$ cat src/rtl/core_boot_sequencer_pkg.sv
`default_nettype none
// ============================================================================
//  Module      : core_boot_sequencer_pkg
//  Description : Shared types and constants for the vanilla-core boot
//                sequencer: instruction/memory/network packet layouts, the
//                boot FSM state encoding and the fixed BAR/NULL packet fields.
//  Revision    : 1.0  initial release
// ============================================================================
package core_boot_sequencer_pkg;

    // Width of the rs/imm field of an instruction; also sizes the register file.
    localparam int rs_imm_size_gp = 6;

    // Network opcodes understood by the core.
    typedef enum logic [2:0] {
        NET_OP_NULL  = 3'd0,
        NET_OP_INSTR = 3'd1,
        NET_OP_REG   = 3'd2,
        NET_OP_PC    = 3'd3,
        NET_OP_BAR   = 3'd4
    } net_op_e;

    // 16-bit instruction word as carried in the low half of an image word.
    typedef struct packed {
        logic [4:0]                opcode;
        logic [4:0]                rd;
        logic [rs_imm_size_gp-1:0] rs_imm;
    } instruction_s;

    // Request into data_mem (the address travels on its own 32-bit bus).
    typedef struct packed {
        logic        valid;
        logic        wen;
        logic        yumi;
        logic        byte_not_word;
        logic [31:0] write_data;
    } mem_in_s;

    // Packet into the core's network port.
    typedef struct packed {
        logic [9:0]  ID;
        net_op_e     net_op;
        logic [4:0]  reserved;
        logic [31:0] net_data;
        logic [9:0]  net_addr;
    } net_packet_s;

    // Boot FSM states.
    typedef enum logic [2:0] {
        S_IDLE   = 3'd0,
        S_STREAM = 3'd1,
        S_BAR    = 3'd2,
        S_PC     = 3'd3,
        S_NULLP  = 3'd4,
        S_RUN    = 3'd5
    } boot_state_e;

    // Fixed fields of the BAR and trailing NULL packets.
    localparam logic [9:0]  c_BAR_NET_ADDR  = 10'd24;
    localparam logic [9:0]  c_NULL_NET_ADDR = 10'd24;
    localparam logic [31:0] c_NULL_NET_DATA = 32'hFFFF_FFFE;

    // Address width needed to index an image of the given size (never 0).
    function automatic int rom_addr_width(input int words);
        return (words > 1) ? $clog2(words) : 1;
    endfunction

endpackage : core_boot_sequencer_pkg
`default_nettype wire

$ cat src/rtl/core_boot_sequencer.sv
`default_nettype none
// ============================================================================
//  Module      : core_boot_sequencer
//  Description : Streams a preloaded boot image out of a synchronous ROM.
//                Data words are written into data_mem, then instruction and
//                register words are sent to the core as INSTR/REG packets,
//                followed by BAR, PC and NULL packets that release the core.
//                The data-memory port belongs to the sequencer until the cycle
//                after the last data write and is then passed straight through
//                from the core.
//
//  Ports
//    clk, reset           clock, synchronous active-high reset
//    start_i              begin boot (only looked at in IDLE)
//    rom_addr_o           image word address
//    rom_data_i           image word, one cycle after rom_addr_o
//    core_mem_flat_i      core's data-memory request
//    core_mem_addr_i      core's data-memory address
//    to_mem_flat_o        request to data_mem
//    mem_addr_o           address to data_mem
//    net_packet_flat_o    registered packet to the core
//    busy_o               boot in progress
//    done_o               core released
//    run_cycles_o         cycles spent in RUN
//  Revision    : 1.0  initial release
// ============================================================================
module core_boot_sequencer
    import core_boot_sequencer_pkg::*;
#(
    parameter int          data_words_p   = 1024,
    parameter int          instr_words_p  = 1024,
    parameter int          reg_words_p    = 2**rs_imm_size_gp,
    parameter logic [9:0]  core_id_p      = 10'd1,
    parameter logic [31:0] barrier_mask_p = 32'h2,
    parameter logic [31:0] start_pc_p     = 32'h0
) (
    input  logic                                   clk,
    input  logic                                   reset,
    input  logic                                   start_i,
    output logic [rom_addr_width(data_words_p+instr_words_p+reg_words_p)-1:0] rom_addr_o,
    input  logic [39:0]                            rom_data_i,
    input  logic [$bits(mem_in_s)-1:0]             core_mem_flat_i,
    input  logic [31:0]                            core_mem_addr_i,
    output logic [$bits(mem_in_s)-1:0]             to_mem_flat_o,
    output logic [31:0]                            mem_addr_o,
    output logic [$bits(net_packet_s)-1:0]         net_packet_flat_o,
    output logic                                   busy_o,
    output logic                                   done_o,
    output logic [31:0]                            run_cycles_o
);

    localparam int c_TOTAL = data_words_p + instr_words_p + reg_words_p;
    localparam int c_DI    = data_words_p + instr_words_p;
    localparam int c_AW    = rom_addr_width(c_TOTAL);

    // ------------------------------------------------------------------
    // State
    // ------------------------------------------------------------------
    boot_state_e      r_state;
    boot_state_e      w_state_next;

    logic [c_AW-1:0]  r_addr;     // ROM address counter
    logic             r_issue;    // still issuing ROM reads
    logic             r_pv;       // a ROM word returns this cycle
    logic [c_AW-1:0]  r_pidx;     // image index of the returning word

    net_packet_s      r_pkt;
    mem_in_s          r_mem_req;
    logic [31:0]      r_mem_addr;
    logic             r_owned;    // sequencer drives the data-memory port
    logic [31:0]      r_run_cycles;

    net_packet_s      w_pkt_next;
    mem_in_s          w_mem_req_next;
    logic [31:0]      w_mem_addr_next;
    logic             w_owned_next;

    // ------------------------------------------------------------------
    // Classification of the returning word by its image index
    // ------------------------------------------------------------------
    int               w_idx;
    logic             w_is_data;
    logic             w_is_instr;
    logic             w_is_reg;
    logic             w_past_data;
    logic             w_last_resp;
    instruction_s     w_instr;
    logic             w_unused;

    assign w_idx       = int'(r_pidx);
    assign w_is_data   = r_pv && (w_idx <  data_words_p);
    assign w_is_instr  = r_pv && (w_idx >= data_words_p) && (w_idx < c_DI);
    assign w_is_reg    = r_pv && (w_idx >= c_DI);
    assign w_past_data = r_pv && (w_idx >= data_words_p);
    assign w_last_resp = r_pv && (w_idx == c_TOTAL - 1);
    assign w_instr     = rom_data_i[15:0];
    assign w_unused    = &{1'b0, rom_data_i[39:38]};

    // ------------------------------------------------------------------
    // FSM: state register
    // ------------------------------------------------------------------
    always_ff @(posedge clk) begin
        if (reset) begin
            r_state <= S_IDLE;
        end else begin
            r_state <= w_state_next;
        end
    end

    // ------------------------------------------------------------------
    // FSM: next state
    // ------------------------------------------------------------------
    always_comb begin
        w_state_next = r_state;
        case (r_state)
            S_IDLE:   if (start_i) w_state_next = S_STREAM;
            S_STREAM: if (w_last_resp) w_state_next = S_BAR;
            S_BAR:    w_state_next = S_PC;
            S_PC:     w_state_next = S_NULLP;
            S_NULLP:  w_state_next = S_RUN;
            S_RUN:    w_state_next = S_RUN;
            default:  w_state_next = S_IDLE;
        endcase
    end

    // ------------------------------------------------------------------
    // FSM: outputs (next values of the registered packet / memory port)
    // ------------------------------------------------------------------
    always_comb begin
        w_pkt_next      = '0;
        w_mem_req_next  = '0;
        w_mem_addr_next = '0;
        w_owned_next    = r_owned;
        case (r_state)
            S_STREAM: begin
                if (w_is_data) begin
                    w_mem_req_next.valid      = 1'b1;
                    w_mem_req_next.wen        = 1'b1;
                    w_mem_req_next.yumi       = 1'b1;
                    w_mem_req_next.write_data = rom_data_i[31:0];
                    w_mem_addr_next           = 32'(w_idx * 4);
                end
                if (w_is_instr) begin
                    w_pkt_next.ID       = core_id_p;
                    w_pkt_next.net_op   = NET_OP_INSTR;
                    w_pkt_next.net_data = {16'h0, w_instr};
                    w_pkt_next.net_addr = 10'(w_idx - data_words_p);
                end else if (w_is_reg) begin
                    w_pkt_next.ID       = core_id_p;
                    w_pkt_next.net_op   = NET_OP_REG;
                    w_pkt_next.net_data = rom_data_i[31:0];
                    w_pkt_next.net_addr = {4'h0, rom_data_i[37:32]};
                end
                // The last data write has had its cycle on the port once the
                // first non-data word comes back.
                if (w_past_data) w_owned_next = 1'b0;
            end
            S_BAR: begin
                w_pkt_next.ID       = core_id_p;
                w_pkt_next.net_op   = NET_OP_BAR;
                w_pkt_next.net_data = barrier_mask_p;
                w_pkt_next.net_addr = c_BAR_NET_ADDR;
                // Covers an image with no instruction or register words.
                w_owned_next        = 1'b0;
            end
            S_PC: begin
                w_pkt_next.ID       = core_id_p;
                w_pkt_next.net_op   = NET_OP_PC;
                w_pkt_next.net_data = start_pc_p;
                w_pkt_next.net_addr = 10'd0;
            end
            S_NULLP, S_RUN: begin
                w_pkt_next.ID       = core_id_p;
                w_pkt_next.net_op   = NET_OP_NULL;
                w_pkt_next.net_data = c_NULL_NET_DATA;
                w_pkt_next.net_addr = c_NULL_NET_ADDR;
            end
            default: begin
                w_pkt_next = '0;
            end
        endcase
    end

    // ------------------------------------------------------------------
    // ROM address counter and one-stage valid/index pipeline
    // ------------------------------------------------------------------
    always_ff @(posedge clk) begin
        if (reset) begin
            r_addr  <= '0;
            r_issue <= 1'b0;
            r_pv    <= 1'b0;
            r_pidx  <= '0;
        end else begin
            r_pv <= 1'b0;
            if (r_state == S_IDLE && start_i) begin
                r_addr  <= '0;
                r_issue <= 1'b1;
            end else if (r_state == S_STREAM && r_issue) begin
                r_pv   <= 1'b1;
                r_pidx <= r_addr;
                if (int'(r_addr) == c_TOTAL - 1) begin
                    r_issue <= 1'b0;
                end else begin
                    r_addr <= r_addr + 1'b1;
                end
            end
        end
    end

    // ------------------------------------------------------------------
    // Registered packet, memory port and run counter
    // ------------------------------------------------------------------
    always_ff @(posedge clk) begin
        if (reset) begin
            r_pkt        <= '0;
            r_mem_req    <= '0;
            r_mem_addr   <= '0;
            r_owned      <= 1'b1;
            r_run_cycles <= '0;
        end else begin
            r_pkt      <= w_pkt_next;
            r_mem_req  <= w_mem_req_next;
            r_mem_addr <= w_mem_addr_next;
            r_owned    <= w_owned_next;
            if (r_state == S_RUN) begin
                r_run_cycles <= r_run_cycles + 32'd1;
            end
        end
    end

    // ------------------------------------------------------------------
    // Outputs
    // ------------------------------------------------------------------
    assign rom_addr_o        = r_addr;
    assign net_packet_flat_o = r_pkt;
    assign to_mem_flat_o     = r_owned ? r_mem_req  : core_mem_flat_i;
    assign mem_addr_o        = r_owned ? r_mem_addr : core_mem_addr_i;
    assign busy_o            = (r_state != S_IDLE) && (r_state != S_RUN);
    assign done_o            = (r_state == S_RUN);
    assign run_cycles_o      = r_run_cycles;

endmodule : core_boot_sequencer
`default_nettype wire

$ cat config.mk
export PLATFORM = sky130hd
export DESIGN_NAME = core_boot_sequencer
export DESIGN_NICKNAME = d
export VERILOG_FILES = /design/src/rtl/core_boot_sequencer_pkg.sv /design/src/rtl/core_boot_sequencer.sv
export SDC_FILE = /design/constraint.sdc
export NUM_CORES = 1
export LEC_CHECK = 0
export ABC_AREA = 1
export ABC_CLOCK_PERIOD_IN_PS = 3900
export BUFFER_PORTS_ARGS = -buffer_cell sky130_fd_sc_hd__buf_2
export CAP_MARGIN = 40
export CORE_MARGIN = 1.5
export CORE_UTILIZATION = 45
export DETAILED_ROUTE_END_ITERATION = 7
export PLACE_DENSITY = 0.79
export SLEW_MARGIN = 15
export SYNTH_ARGS = -nofsm -noshare
export SYNTH_HDL_FRONTEND = slang
export SYNTH_SLANG_ARGS = --single-unit
$ cat constraint.sdc
create_clock -name clk -period 3.9 [get_ports clk]
set_clock_uncertainty 0.2 [all_clocks]
set_input_delay 0.195 -clock clk [delete_from_list [all_inputs] [get_ports clk]]
set_output_delay 0.195 -clock clk [all_outputs]
set_load 0.02 [all_outputs]
; ---- Yosys cells after proc, flatten, opt, wreduce, memory -nomap -nowiden
; Cells that the tools add are included.
[totals]
out_inout_bits = 174
inputBits = 111
register_bits = 190
[op_classes]
bitwise = 4
add_sub_neg = 3
order_cmp = 4
n_reduce_logical = 22
eq_ne = 11
n_mux = 18
[ops]
columns = cell, count
row1 = one-hot mux 42 bit (3 select lines), 1
row2 = two-way mux 42 bit, 2
row3 = one-hot mux 13 bit (4 select lines), 1
row4 = two-way mux 36 bit, 1
row5 = adder 32 x 1 -> 32 bit (second input constant), 1
row6 = two-way mux 32 bit, 1
row7 = equality test 12 bit (second input constant), 2
row8 = one-hot mux 3 bit (5 select lines), 1
row9 = adder 12 x 1 -> 12 bit (second input constant), 1
row10 = >= comparator 12 x 11 -> 1 bit (second input constant), 1
row11 = >= comparator 12 bit (second input constant), 1
row12 = < comparator 12 x 11 -> 1 bit (second input constant), 1
row13 = < comparator 12 bit (second input constant), 1
row14 = AND reduction 2 bit, 5
row15 = subtractor 10 x 1 -> 10 bit (second input constant), 1
row16 = two-way mux 3 bit, 3
row17 = logical AND 1 bit, 8
row18 = two-way mux 4 bit, 2
row19 = equality test 3 x 2 -> 1 bit (second input constant), 2
row20 = equality test 3 bit (second input constant), 2
row21 = inequality test 2 bit (second input constant), 3
row22 = nonzero test 2 bit, 3
row23 = OR reduction 2 bit, 3
row24 = two-way mux 1 bit, 5
row25 = 7 further kinds, 10

; ---- Depth between registers and ports, before layout
[depth]
depth_word = 5
depth_mapped = 9
mapped_depth_nobuf = 9

; ---- Worst setup path before layout
; OpenSTA, ideal clock, no wires.
[synth_timing]
path_type = reg-to-reg
start = register r_run_cycles[0], in the netlist run_cycles_o[0]
end = register r_run_cycles[28], in the netlist run_cycles_o[28]
stages_incl_launch_ff = 9
period_less_slack_ps = 1806
t_required_ps = 3585
slack_ps = 2094
t_arrival_ps = 1491
path_buffers = 0
setup_time_ps = 115
cell_sequence = dfxtp_1 ha_1 nand3_1 nor2_8 nand3_4 nor2_8 nand3_1 nand2_1 nor2_1
[synth_via]
elab_chain_len = 1
[synth_rtl]
columns = element, line
row1 = "start, declared", core_boot_sequencer.sv:71  ; logic [31:0] r_run_cycles;
row2 = "start signal, assigned", core_boot_sequencer.sv:226  ; r_run_cycles <= r_run_cycles + 32'd1;
row3 = adder 32 x 1 -> 32 bit, core_boot_sequencer.sv:226
; No other way between the ends.
; A chain may end at the register's enable or synchronous reset.

; ---- Final worst setup path
[layout_timing]
start = register r_owned
end = output to_mem_flat_o[29]
[layout_via]
elab_chain_len = 1
[layout_rtl]
columns = element, line
row1 = "start, declared", core_boot_sequencer.sv:70  ; logic r_owned;
row2 = "start signal, assigned", core_boot_sequencer.sv:224  ; r_owned <= w_owned_next;
row3 = two-way mux 36 bit, core_boot_sequencer.sv:236  ; assign to_mem_flat_o = r_owned ? r_mem_req : core_mem_flat_i;
row4 = "end, declared", core_boot_sequencer.sv:44  ; output logic [$bits(mem_in_s)-1:0] to_mem_flat_o,
; No other way between the ends.

==> results.json <==
{
  "switching_share": 0.281,
  "synth_adder_area_share": 0.00377,
  "h-tree-depth": 4,
  "crit_slowest_cell": "dfxtp_2",
  "port_buffers": 268,
  "grt_pass1_wl_um": 30900,
  "finalSetupTns_ns": 0,
  "design_power_total_mw": 3.66,
  "fmax_ghz": 0.375,
  "clkTransAtPathRegs_ns": 0.06,
  "yosysUniqueCellTypes": 33,
  "critPathMaxFanout": 32,
  "post-cts-setup-buffers": 0,
  "yosysWarnings": 0,
  "hold_viol": 0,
  "dr.pass1.iters": 7,
  "start_util": 0.458,
  "ys_seq_area_frac": 0.462,
  "synth-compound-area-share": 0.0747,
  "cap_viol_max_count": 0,
  "grt_max_degree": 56,
  "hold_path_class": "input port to flip-flop",
  "arrival_ns": 2.27,
  "intPower_mw": 2.63,
  "clock-sinks": 153,
  "drt_iter0_markers": 381,
  "crit_path_end_kind": "primary output",
  "pwr-share-comb": 0.130,
  "hold_slack_ns": 0.0976,
  "hpwlAfterDp_um": 13600,
  "vias": 6580,
  "grt_overflow_total": 0,
  "status": "complete, no violations",
  "synth_top_family_by_area": "simple AND/OR/NAND/NOR gates",
  "drt_wl_total_um": 19500,
  "antenna_found_initial": 2,
  "vias_per_cell": 4.85,
  "r2r-end": "net_packet_flat_o[6]",
  "p_per_area_nw_per_um2": 407,
  "syn_to_final_growth_pct": 35.6,
  "clockPowerShare": 0.423,
  "synth_area_leader_cell": "dfxtp_1",
  "slew_headroom": 0.467,
  "detail-route-antenna-nets": 0,
  "critical-path-max-stage-delay_ns": 0.85,
  "grt_pass1_vias": 6073,
  "wire_per_inst_um": 14.4,
  "root_buffer": "clkbuf_16",
  "synth-simple-area-share": 0.262,
  "drcViolationCount": 0,
  "crit_required_ns": 3.50,
  "die_w_um": 124,
  "ioPinCount": 285,
  "startpoint_type": "flip-flop",
  "crit_type": "flip-flop to primary output",
  "cts_buffer_depth": 2,
  "synth-xor-area-share": 0.0172,
  "dieArea_sq_um": 15500,
  "r2r_slack_ns": 1.68,
  "reg2reg_depth": 6,
  "rsz0062_at_grt": "no",
  "die_h_um": 124,
  "crit_start": "r_owned",
  "final_layout_size_suffix_gt1_frac": 0.316,
  "syn_inst": 863,
  "power_frac_seq": 0.447,
  "synth-seq-cells": 153,
  "fin_crit_ns": 2.66,
  "async_flop_share": 0,
  "grtUsageTotal": 0.248,
  "synth_edf_count": 0,
  "syn_avg_cell_area_sq_um": 7.69,
  "fp.coreArea_sq_um": 14500,
  "clock_latency_ns": 0.43,
  "crit_chain": "buf_4, mux2_2, buf_2",
  "p_leak_nw": 4.67,
  "r2r_start": "r_pidx[11]",
  "worstMarginPinSlew_ns": 0.800,
  "place.gp.congestion": 0.814,
  "synth.area.top_cells": "dfxtp_1, nand2_1, nor2_1",
  "row_count": 44,
  "numCtsBuffers": 17,
  "slew_violations": 0,
  "setup_viol": 0,
  "syn_area_sq_um": 6630,
  "muxShareOfSynthArea": 0.0747,
  "period_share": 0.683,
  "ys.flop_type": "dfxtp_1",
  "nets": 1273,
  "peakVddDrop_v": 0.000254,
  "cts_tree": "built",
  "yosysTopAreaCellShare": 0.462,
  "p_switching_mw": 1.03,
  "crit_end": "to_mem_flat_o[29]"
}
stage by stage:
stage / setup WS, ns / instances / instance area [sq um] / util
floorplan: 2.09 / 878 / 6690 / -
global placement: 1.71 / 1286 / 8050 / 0.556
detailed placement: 1.66 / 1286 / 8050 / 0.556
CTS: 1.20 / 1356 / 8990 / 0.621
global route: 1.09 / 1358 / 9000 / 0.621
finish: 1.24 / 1358 / 9000 / 0.621
power by group through the flow:
stage	registers, mW	logic, mW	clock network, mW
detailed placement	1.67	0.442	0
global placement	1.67	0.435	0
global route	1.64	0.517	1.65
CTS	1.63	0.476	1.58
floorplan	1.67	0.293	0
finish	1.64	0.477	1.55
kinds of logic after synthesis:
| group | count (synthesis) |
|---|---|
| simple gates | 384 |
| buf+inv | 168 |
| flops | 153 |
| compound gates | 98 |
| mux | 44 |
| xor+xnor | 13 |
| fa+ha+maj | 2 |
| other cells | 1 |
sequential cells by signal, indices dropped and copies added, names as in the netlist:
register	count
net_packet_flat_o	46
r_issue	1
r_mem_addr	12
r_mem_req	33
r_owned	1
r_pidx	12
r_pv	1
r_state	3
rom_addr_o	12
run_cycles_o	32
synth_stat cells (2+ instances only):
cell,number
o21ai_0,20
inv_1,114
inv_2,3
nand2_4,2
nor2_2,3
nand2_1,148
nand3b_1,2
nor2_1,139
nor2_4,2
buf_2,8
dfxtp_1,153
and2_1,2
xor2_1,11
xnor2_1,2
a21oi_1,75
mux2_2,44
nor3_1,10
clkbuf_1,23
ha_1,2
nor2_8,5
buf_1,3
buf_4,16
nand3_1,48
nand3_4,2
nand4_1,17
a31oi_1,2
per-layer routing:
metal  share of wire  vias to the layer above  track usage
met4           0.027                        0        0.101
met5               0                        -            0
li1                -                     3291            -
met2            0.51                      252        0.436
met1            0.40                     2996        0.290
met3           0.062                       41       0.0558
area by class of cell:
class	instances	area, sq um
clock buffers	18	439
clock inverters	13	111
flip-flops and latches	153	3060
repair buffers	313	1780
fillers	1290	5480
well taps	184	230
inverters	118	443
multi-input cells	557	2930
diodes	2	5.00
worst max-delay path, delay by kind of cell (launching register included):
kind	cells	cell delay [ns]
buf+inv	2	0.60
flops	1	0.85
mux	1	0.39
worst min path at each step:
stage	to	cells past startpoint	slack [ns]	startpoint
finish	r_owned	4	0.1	reset
global route	r_owned	4	0.13	reset
CTS	r_owned	4	0.09	reset
detailed placement	r_mem_req[23]	3	0.23	rom_data_i[23]
global placement	r_mem_req[19]	3	0.22	rom_data_i[19]
floorplan	r_mem_req[10]	2	0.11	rom_data_i[10]
cell usage in the layout, fill, tap and decap left out, types with 5 or more instances in the layout:
cell type	Yosys	layout
buf_4	16	6
a21oi_1	75	75
dfxtp_1	153	152
buf_2	8	268
dlygate4sd3_1	0	39
mux2_2	44	44
xor2_1	11	11
nor2_1	139	139
inv_1	114	114
nand4_1	17	17
conb_1	1	16
inv_6	0	5
nand2_1	148	148
nor2_8	5	5
nor3_1	10	10
clkbuf_16	0	17
nand3_1	48	48
o21ai_0	20	20
repair_timing:
item	4_1_cts	5_1_grt
hold buffers	39	0
resized for setup	0	0
endpoints found under the hold margin	72	0
(Power assumes the default switching activity.)
